**src/rtl/button_pulse_gen.sv**
```systemverilog
// button_pulse_gen: turns a raw, bouncy, active-low push-button into clean
// single-cycle strobes. The input is synchronised with two flops, then
// debounced on both press and release.
// Optional feature macro: BUTTON_AUTOREPEAT_EN
//   defined     -> holding the key past HOLD_CYCLES starts auto-repeat pulses
//                  every REPEAT_CYCLES.
//   not defined -> exactly one pulse per debounced press; St_Repeat (011) is
//                  treated as an illegal code.
module button_pulse_gen #(
  parameter int DEBOUNCE_CYCLES = 500000,
  parameter int HOLD_CYCLES     = 25000000,
  parameter int REPEAT_CYCLES   = 5000000,
  parameter int CNT_W           = 25
) (
  input  logic       C_CLOCK_50,
  input  logic       C_Reset,
  input  logic       C_Button_In,
  output logic       C_Pulse_Out,
  output logic       C_Pressed_Out,
  output logic [2:0] C_State_Out
);

  typedef enum logic [2:0] {
    St_Idle     = 3'b000,
    St_Debounce = 3'b001,
    St_Held     = 3'b010,
    St_Repeat   = 3'b011,
    St_Release  = 3'b100
  } state_t;

  // Pulses must never land on adjacent cycles; every terminal count needs >= 2.
  if (DEBOUNCE_CYCLES < 2 || HOLD_CYCLES < 2 || REPEAT_CYCLES < 2) begin : g_bad_param
    $error("button_pulse_gen: all cycle parameters must be >= 2");
  end

  localparam logic [CNT_W-1:0] DEB_LAST  = CNT_W'(DEBOUNCE_CYCLES - 1);
  localparam logic [CNT_W-1:0] HOLD_LAST = CNT_W'(HOLD_CYCLES - 1);
`ifdef BUTTON_AUTOREPEAT_EN
  localparam logic [CNT_W-1:0] REP_LAST  = CNT_W'(REPEAT_CYCLES - 1);
`endif

  logic             sync1_q, sync1_d;
  logic             sync2_q, sync2_d;
  logic             btn_s;
  state_t           state_q, state_d;
  logic [CNT_W-1:0] cnt_q, cnt_d;
  logic             pulse_q, pulse_d;
  logic             pressed_q, pressed_d;

  // Two-flop synchroniser; the key is active-low, so invert after sync.
  always_comb begin
    sync1_d = C_Button_In;
    sync2_d = sync1_q;
  end

  assign btn_s = ~sync2_q;

  // Next-state, counter and strobe. A key drop always takes priority over a
  // terminal count on the same edge, so a drop never produces a pulse.
  always_comb begin
    state_d = state_q;
    cnt_d   = cnt_q;
    pulse_d = 1'b0;
    case (state_q)
      St_Idle: begin
        cnt_d = '0;
        if (btn_s) state_d = St_Debounce;
      end
      St_Debounce: begin
        if (!btn_s) begin
          state_d = St_Idle;
          cnt_d   = '0;
        end else if (cnt_q == DEB_LAST) begin
          state_d = St_Held;
          cnt_d   = '0;
          pulse_d = 1'b1;
        end else begin
          cnt_d = cnt_q + 1'b1;
        end
      end
      St_Held: begin
        if (!btn_s) begin
          state_d = St_Release;
          cnt_d   = '0;
        end else if (cnt_q == HOLD_LAST) begin
`ifdef BUTTON_AUTOREPEAT_EN
          state_d = St_Repeat;
          cnt_d   = '0;
          pulse_d = 1'b1;
`else
          cnt_d   = cnt_q;  // no auto-repeat: sit saturated until release
`endif
        end else begin
          cnt_d = cnt_q + 1'b1;
        end
      end
`ifdef BUTTON_AUTOREPEAT_EN
      St_Repeat: begin
        if (!btn_s) begin
          state_d = St_Release;
          cnt_d   = '0;
        end else if (cnt_q == REP_LAST) begin
          cnt_d   = '0;
          pulse_d = 1'b1;
        end else begin
          cnt_d = cnt_q + 1'b1;
        end
      end
`endif
      St_Release: begin
        // Key seen down again while releasing is bounce: back to Held silently.
        if (btn_s) begin
          state_d = St_Held;
          cnt_d   = '0;
        end else if (cnt_q == DEB_LAST) begin
          state_d = St_Idle;
          cnt_d   = '0;
        end else begin
          cnt_d = cnt_q + 1'b1;
        end
      end
      default: begin
        state_d = St_Idle;
        cnt_d   = '0;
      end
    endcase
    pressed_d = (state_d == St_Held) || (state_d == St_Repeat) ||
                (state_d == St_Release);
  end

  // State, counter and registered outputs; sync flops reset to released level.
  always_ff @(posedge C_CLOCK_50) begin
    if (C_Reset) begin
      sync1_q   <= 1'b1;
      sync2_q   <= 1'b1;
      state_q   <= St_Idle;
      cnt_q     <= '0;
      pulse_q   <= 1'b0;
      pressed_q <= 1'b0;
    end else begin
      sync1_q   <= sync1_d;
      sync2_q   <= sync2_d;
      state_q   <= state_d;
      cnt_q     <= cnt_d;
      pulse_q   <= pulse_d;
      pressed_q <= pressed_d;
    end
  end

  assign C_Pulse_Out   = pulse_q;
  assign C_Pressed_Out = pressed_q;
  assign C_State_Out   = state_q;

endmodule

```
**config.mk**
```make
export PLATFORM = sky130hd
export DESIGN_NAME = button_pulse_gen
export DESIGN_NICKNAME = d
export VERILOG_FILES = /design/src/rtl/button_pulse_gen.sv
export SDC_FILE = /design/constraint.sdc
export NUM_CORES = 1
export LEC_CHECK = 0
export ABC_AREA = 1
export BUFFER_PORTS_ARGS = -buffer_cell sky130_fd_sc_hd__buf_2
export CAP_MARGIN = 0
export CORE_MARGIN = 4
export CORE_UTILIZATION = 55
export DETAILED_ROUTE_END_ITERATION = 10
export GPL_TIMING_DRIVEN = 0
export PLACE_DENSITY = 0.75
export SETUP_SLACK_MARGIN = 0.02
export SLEW_MARGIN = 30
export SYNTH_ARGS = -nofsm -noshare
export SYNTH_HDL_FRONTEND = slang
export SYNTH_SLANG_ARGS = --single-unit
export TNS_END_PERCENT = 10
```
**constraint.sdc**
```tcl
create_clock -name C_CLOCK_50 -period 1.5 [get_ports C_CLOCK_50]
set_input_delay 0.075 -clock C_CLOCK_50 [delete_from_list [all_inputs] [get_ports C_CLOCK_50]]
set_output_delay 0.075 -clock C_CLOCK_50 [all_outputs]
set_load 0.01 [all_outputs]
```
==> impl_metrics.toml, run 1 <==
[timing]
tightest_slew_ns = 0.375
layout_setup_ws_ns = 0.0315
grt_setup_unrepaired = "true"
finalCritPeriodShare_pct = 97.9
maxSlewHeadroom_pct = 74.8
hold_violations = 0
finClkSkew_ns = 0.00973
report.final.slew_viol_count = 0
setup_viol = 0
max_freq_ghz = 0.681
period_needed_ns = 1.47

[critical_path]
arrival_ns = 1.71
cp-end-kind = "flip-flop"
r2r_start = "cnt_q[1]"
worstSetupPathType = "flip-flop to flip-flop"
cp.required_ns = 1.74
start_kind = "flip-flop"
r2r_cells = 9
regToRegSetupSlack_ns = 0.03
reg2reg_to = "cnt_q[0]"
path_max_fanout = 5

[drt]
drt_iter0_markers = 167
via_count = 1810
drt-vias-per-instance = 5.14
drcViolationCount = 0
wl_per_cell_um = 12.6
dr.pass1.iters = 4
wl_mm = 4.44
drtAntennaViolNets = 0

[logic_synthesis]
yosysTopAreaCell = "dfxtp_1"
synth_top_area_share_pct = 34.5
ys_types = 26
syn_area_per_cell_um2 = 6.61
ys.warnings.count = 0
syn_inst = 281
synth_flop_cell = "dfxtp_1"
synth_area_um2 = 1860
seq_area_frac_synth_pct = 34.5
synthArstFlopShare_pct = 0
ys_ff_latch = 32
synth.net_count = 285
synth_area_leaders = "dfxtp_1 34%, nand2_1 12%, nor2_1 10%"
synth_edf_count = 0

[die]
dieWidth_um = 66.1
initial_utilization_pct = 58.9
num_rows = 20
io_pins = 8
die_h_um = 66.1
die-area_um2 = 4370
core_um2 = 3150

[finish]
nFillCells = 291
final_util_pct = 71.4
nets = 311
diodes = 0
area_growth_pct = 21.1
layout-drive-gt1-share_pct = 26.9

[grt]
antenna_found_initial = 0
gr-total-overflow = 0
grt_start_max_net_pins = 11
track_usage_pct = 23.1
grt_first_pass_wirelength_mm = 7.62
grt_pass1_vias = 1707

[hold_path]
hold_depth = 1
min_to = "sync2_q"
hold_path_class = "flip-flop to flip-flop"
hold_start = "sync1_q"

[pwr]
peakVddDrop_mv = 0.528
total_power_w = 0.00142
leakagePower_nw = 0.830
power_density_nw_per_um2 = 629

[clocking]
path_clk_slew_ns = 0.10
clockRootBuffer = "clkbuf_4"
clk_path_buf_depth = 2
cts_buffers = 5
cts_sinks = 32
insertion_delay_ns = 0.35
cts_tree = "built"
htree_levels = 2

[placement]
dp_hpwl_mm = 3.08
portBuffers = 7
gp_congestion = 0.942
place_ws_ns = -0.212

[outcome]
status = "completed"

[run]
maxCapViolations = 0
[flip-flops by register name, indices dropped and copies added (netlist names)]
name / cells
C_Pulse_Out: 1
sync2_q: 1
sync1_q: 1
C_State_Out: 3
C_Pressed_Out: 1
cnt_q: 25
[stage by stage]
step           std cells  hold slack, ns  area [um2]  TNS [ns]
2_1_floorplan        281           0.144        1860         0
3_3_place_gp         332           0.259        1950     -3.84
3_5_place_dp         332           0.262        1950     -4.18
4_1_cts              354           0.427        2220   -0.0707
5_1_grt              352           0.472        2250     -2.87
6_report             352           0.441        2250         0
[synthesized netlist by cell type, types with 2 or more instances]
master     n
or2_2      3
inv_2      2
nor2_1    51
nor2_2    13
nand3_1   25
nor3_1    11
nand4_1   11
nand2_1   59
xor2_1     9
inv_1     36
a21oi_1    2
dfxtp_1   32
xnor2_1    5
o21ai_0    6
nand2_2    4
nand3b_1   2
[per-layer routing]
layer,track usage (%),vias to the layer above,share of wire [%]
met5,0,-,0
met4,6.09,0,1.2
met3,6.63,8,5.3
met2,37.2,47,48
met1,30.0,811,45
li1,-,944,-
[cells by family (layout without fill, tap and decap cells)]
| logic type | after synthesis | in the layout | share of synthesized area (%) |
|---|---|---|---|
| AOI/OAI and AO/OA | 10 | 10 | 2.96 |
| xor gates and xnor gates | 14 | 14 | 6.60 |
| adders and majority gates | 1 | 1 | 0.673 |
| buffers and inverters | 40 | 67 | 9.09 |
| DFF | 32 | 32 | 34.5 |
| and+or+nand+nor | 184 | 184 | 46.2 |
[timing repair]
item | CTS | global route
hold endpoints to repair | 4 | 0
resized for setup | 19 | 24
setup buffers | 10 | 0
cloned | 1 | 0
hold buffers | 3 | 0
pin swaps | 9 | 9
endpoints found under the setup margin | 25 | 28
[worst max-delay path, stage by stage (launching register included)]
cell     delay, ns
dfxtp_2       0.36
ha_4          0.15
inv_4         0.04
nor2_4        0.09
buf_4         0.13
nand2_2       0.07
nor2_4        0.16
nand3_4       0.13
xor2_1        0.19
nor2_2        0.04
[final cells by class]
| cell class | count | area, um2 | area share [%] |
|---|---|---|---|
| Multi-Input combinational cell | 209 | 1160 | 51.8 |
| Sequential cell | 32 | 656 | 29.1 |
| Timing Repair Buffer | 20 | 156 | 6.95 |
| Inverter | 38 | 145 | 6.45 |
| Clock buffer | 8 | 58.8 | 2.61 |
| Tap cell | 44 | 55.1 | 2.45 |
| Buffer | 1 | 15.0 | 0.667 |
[power by group]
| part | internal, W | leakage [nW] | switching (W) |
|---|---|---|---|
| Sequential | 0.000852 | 0.264 | 0.00000270 |
| Combinational | 0.0000148 | 0.533 | 0.0000183 |
| Clock | 0.000231 | 0.0326 | 0.000297 |
| Total | 0.00110 | 0.830 | 0.000318 |
[layout by cell type, fill, tap and decap left out, types with 3 or more instances in the layout]
master	count
nor2_4	5
xor2_1	9
nor2_2	16
buf_4	8
nand4_1	11
buf_2	7
inv_1	34
nor3_1	7
nand2_1	56
nor3_2	4
inv_2	3
nand2_2	6
o21ai_0	5
dfxtp_1	20
dfxtp_2	12
dlygate4sd3_1	3
nand3_1	23
nor2_1	44
clkbuf_4	5
xnor2_1	4
or2_2	3
[worst max-delay path by stage]
stage	start	slack (ns)	end
5_1_grt	C_State_Out[1]	-0.14	cnt_q[0]
3_3_place_gp	cnt_q[0]	-0.20	cnt_q[6]
4_1_cts	cnt_q[0]	-0.01	cnt_q[0]
6_report	cnt_q[1]	0.03	cnt_q[0]
2_1_floorplan	cnt_q[1]	0.03	cnt_q[0]
3_5_place_dp	cnt_q[0]	-0.21	cnt_q[24]
No activity file was read; power rests on OpenSTA's default activity.
==> run 2, diff against run 1 <==
SLEW_MARGIN = not set   (was 30)
clock period = 1.3 ns   (was 1.5 ns; I/O delays follow)
==> impl_metrics.toml, run 2 (synthesis results as in run 1) <==
[outcome]
status = "complete, but fails checks"
violations = "setup timing"

[drt]
drtAntennaViolNets = 0
drt_iter0_markers = 115
drt-vias-per-instance = 5.33
wl_mm = 4.93
via_count = 1891
drcViolationCount = 0
dr.pass1.iters = 4
wl_per_cell_um = 13.9

[critical_path]
cp.required_ns = 1.54
cp-end-kind = "flip-flop"
reg2reg_to = "cnt_q[7]"
arrival_ns = 1.77
r2r_start = "cnt_q[1]"
regToRegSetupSlack_ns = -0.23
worstSetupPathType = "flip-flop to flip-flop"
start_kind = "flip-flop"
path_max_fanout = 5
r2r_cells = 12

[pwr]
leakagePower_nw = 0.900
peakVddDrop_mv = 0.568
p_int_w = 0.00126
clock_power_share_pct = 37.6
p_comb_share_pct = 2.4
seqPwrFrac_pct = 60.1
power_density_nw_per_um2 = 690
p_sw_w = 0.000372
swShare_pct = 22.8

[grt]
grt_start_max_net_pins = 11
gr-total-overflow = 0
grt_pass1_vias = 1813
track_usage_pct = 25.5
antenna_found_initial = 0
grt_first_pass_wirelength_mm = 8.39

[die]
die_h_um = 66.1
die-area_um2 = 4370
core_um2 = 3150
num_rows = 20
io_pins = 8
initial_utilization_pct = 58.9
dieWidth_um = 66.1

[clocking]
clk_path_buf_depth = 2
path_clk_slew_ns = 0.10
cts_sinks = 32
clockRootBuffer = "clkbuf_4"
cts_tree = "built"
htree_levels = 2
cts_buffers = 5
insertion_delay_ns = 0.34

[placement]
place_inst = 332
portBuffers = 7
postPlaceCellArea_um2 = 1970
place_ws_ns = -0.322
gp_congestion = 0.974
dp_hpwl_mm = 3.25

[timing]
maxSlewHeadroom_pct = 74.7
report.final.slew_viol_count = 0
hold_slack_ns = 0.446
finClkSkew_ns = 0.00568
setup_viol = 28
max_freq_ghz = 0.653
hold_violations = 0
grt_setup_unrepaired = "true"
layout_setup_ws_ns = -0.231
period_needed_ns = 1.53
tightest_slew_ns = 0.377
finalCritPeriodShare_pct = 118

[finish]
layout_commonest_cell = "nand2_1"
nFillCells = 255
area_growth_pct = 27.5
nets = 314
layout-drive-gt1-share_pct = 32.8
diodes = 0
largest_register = "cnt_q"
final_cell_area_um2 = 2370
final_util_pct = 75.1
largest_register_ffs = 25
fin_cells = 355
layout_common_cells = "55 x nand2_1, 37 x nor2_1, 33 x inv_1"

[hold_path]
hold_path_class = "flip-flop to flip-flop"
hold_start = "sync1_q"
hold_depth = 1
min_to = "sync2_q"

[run]
maxCapViolations = 0
## run 2: cell count changes in the layout (fill, tap and decap cells not counted), moves of 2 or more
| cell | change |
|---|---|
| nor2_4 | +2 |
| dfxtp_1 | -4 |
| nor3_2 | -2 |
| nor2_2 | +5 |
| buf_16 | +2 |
| dfxtp_4 | +2 |
| nor2_1 | -7 |
| dfxtp_2 | +2 |
## run 2: layout make-up
cell class / count / area [um2] / area share (%)
Inverter: 38 / 145 / 6.13
Sequential cell: 32 / 666 / 28.1
Multi-Input combinational cell: 209 / 1200 / 50.7
Timing Repair Buffer: 22 / 209 / 8.82
Buffer: 2 / 35.0 / 1.48
Tap cell: 44 / 55.1 / 2.32
Clock buffer: 8 / 58.8 / 2.48
## run 2: timing repair
action	in CTS	in global routing
endpoints found under the setup margin	30	30
setup buffers	13	0
hold endpoints to repair	4	0
hold buffers	2	0
pin swaps	10	8
resized for setup	34	27
cloned	2	0
## run 2: worst max-delay path, cell delays in order, from the launching register on
cell     delay, ns
dfxtp_4       0.37
ha_4          0.15
inv_4         0.04
nor2_4        0.09
nand3_2       0.08
nor2_2        0.12
nand2_2       0.07
nand2_2       0.07
nand2_4       0.06
nand2_4       0.08
buf_12        0.13
buf_8         0.12
nor2_1        0.04
## run 2: how the worst max path moves through the flow
stage	startpoint	end	cells after the start
global placement	cnt_q[0]	cnt_q[5]	11
CTS	cnt_q[0]	cnt_q[0]	9
finish	cnt_q[1]	cnt_q[7]	12
global route	cnt_q[14]	cnt_q[18]	6
floorplan	cnt_q[1]	cnt_q[0]	11
detailed placement	cnt_q[1]	cnt_q[6]	11
## run 2: stage by stage
stage	TNS [ns]	total power, W
2_1_floorplan	-1.98	0.00103
3_3_place_gp	-6.85	0.00103
3_5_place_dp	-6.90	0.00103
4_1_cts	-4.65	0.00164
5_1_grt	-7.45	0.00171
6_report	-4.93	0.00164
## run 2: layer usage
layer | GRT usage (%) | wire [um] | vias to the layer above
met5 | 0 | 0 | -
li1 | - | - | 955
met1 | 29.9 | 2160 | 856
met2 | 42.9 | 2330 | 64
met3 | 6.63 | 286 | 16
met4 | 11.7 | 151 | 0
## run 2: power by group through the flow
stage	clock network (W)	logic, W	registers, W
6_report	0.000614	0.0000386	0.000983
3_3_place_gp	0	0.0000253	0.00101
2_1_floorplan	0	0.0000162	0.00101
4_1_cts	0.000624	0.0000362	0.000982
5_1_grt	0.000683	0.0000426	0.000983
3_5_place_dp	0	0.0000257	0.00101
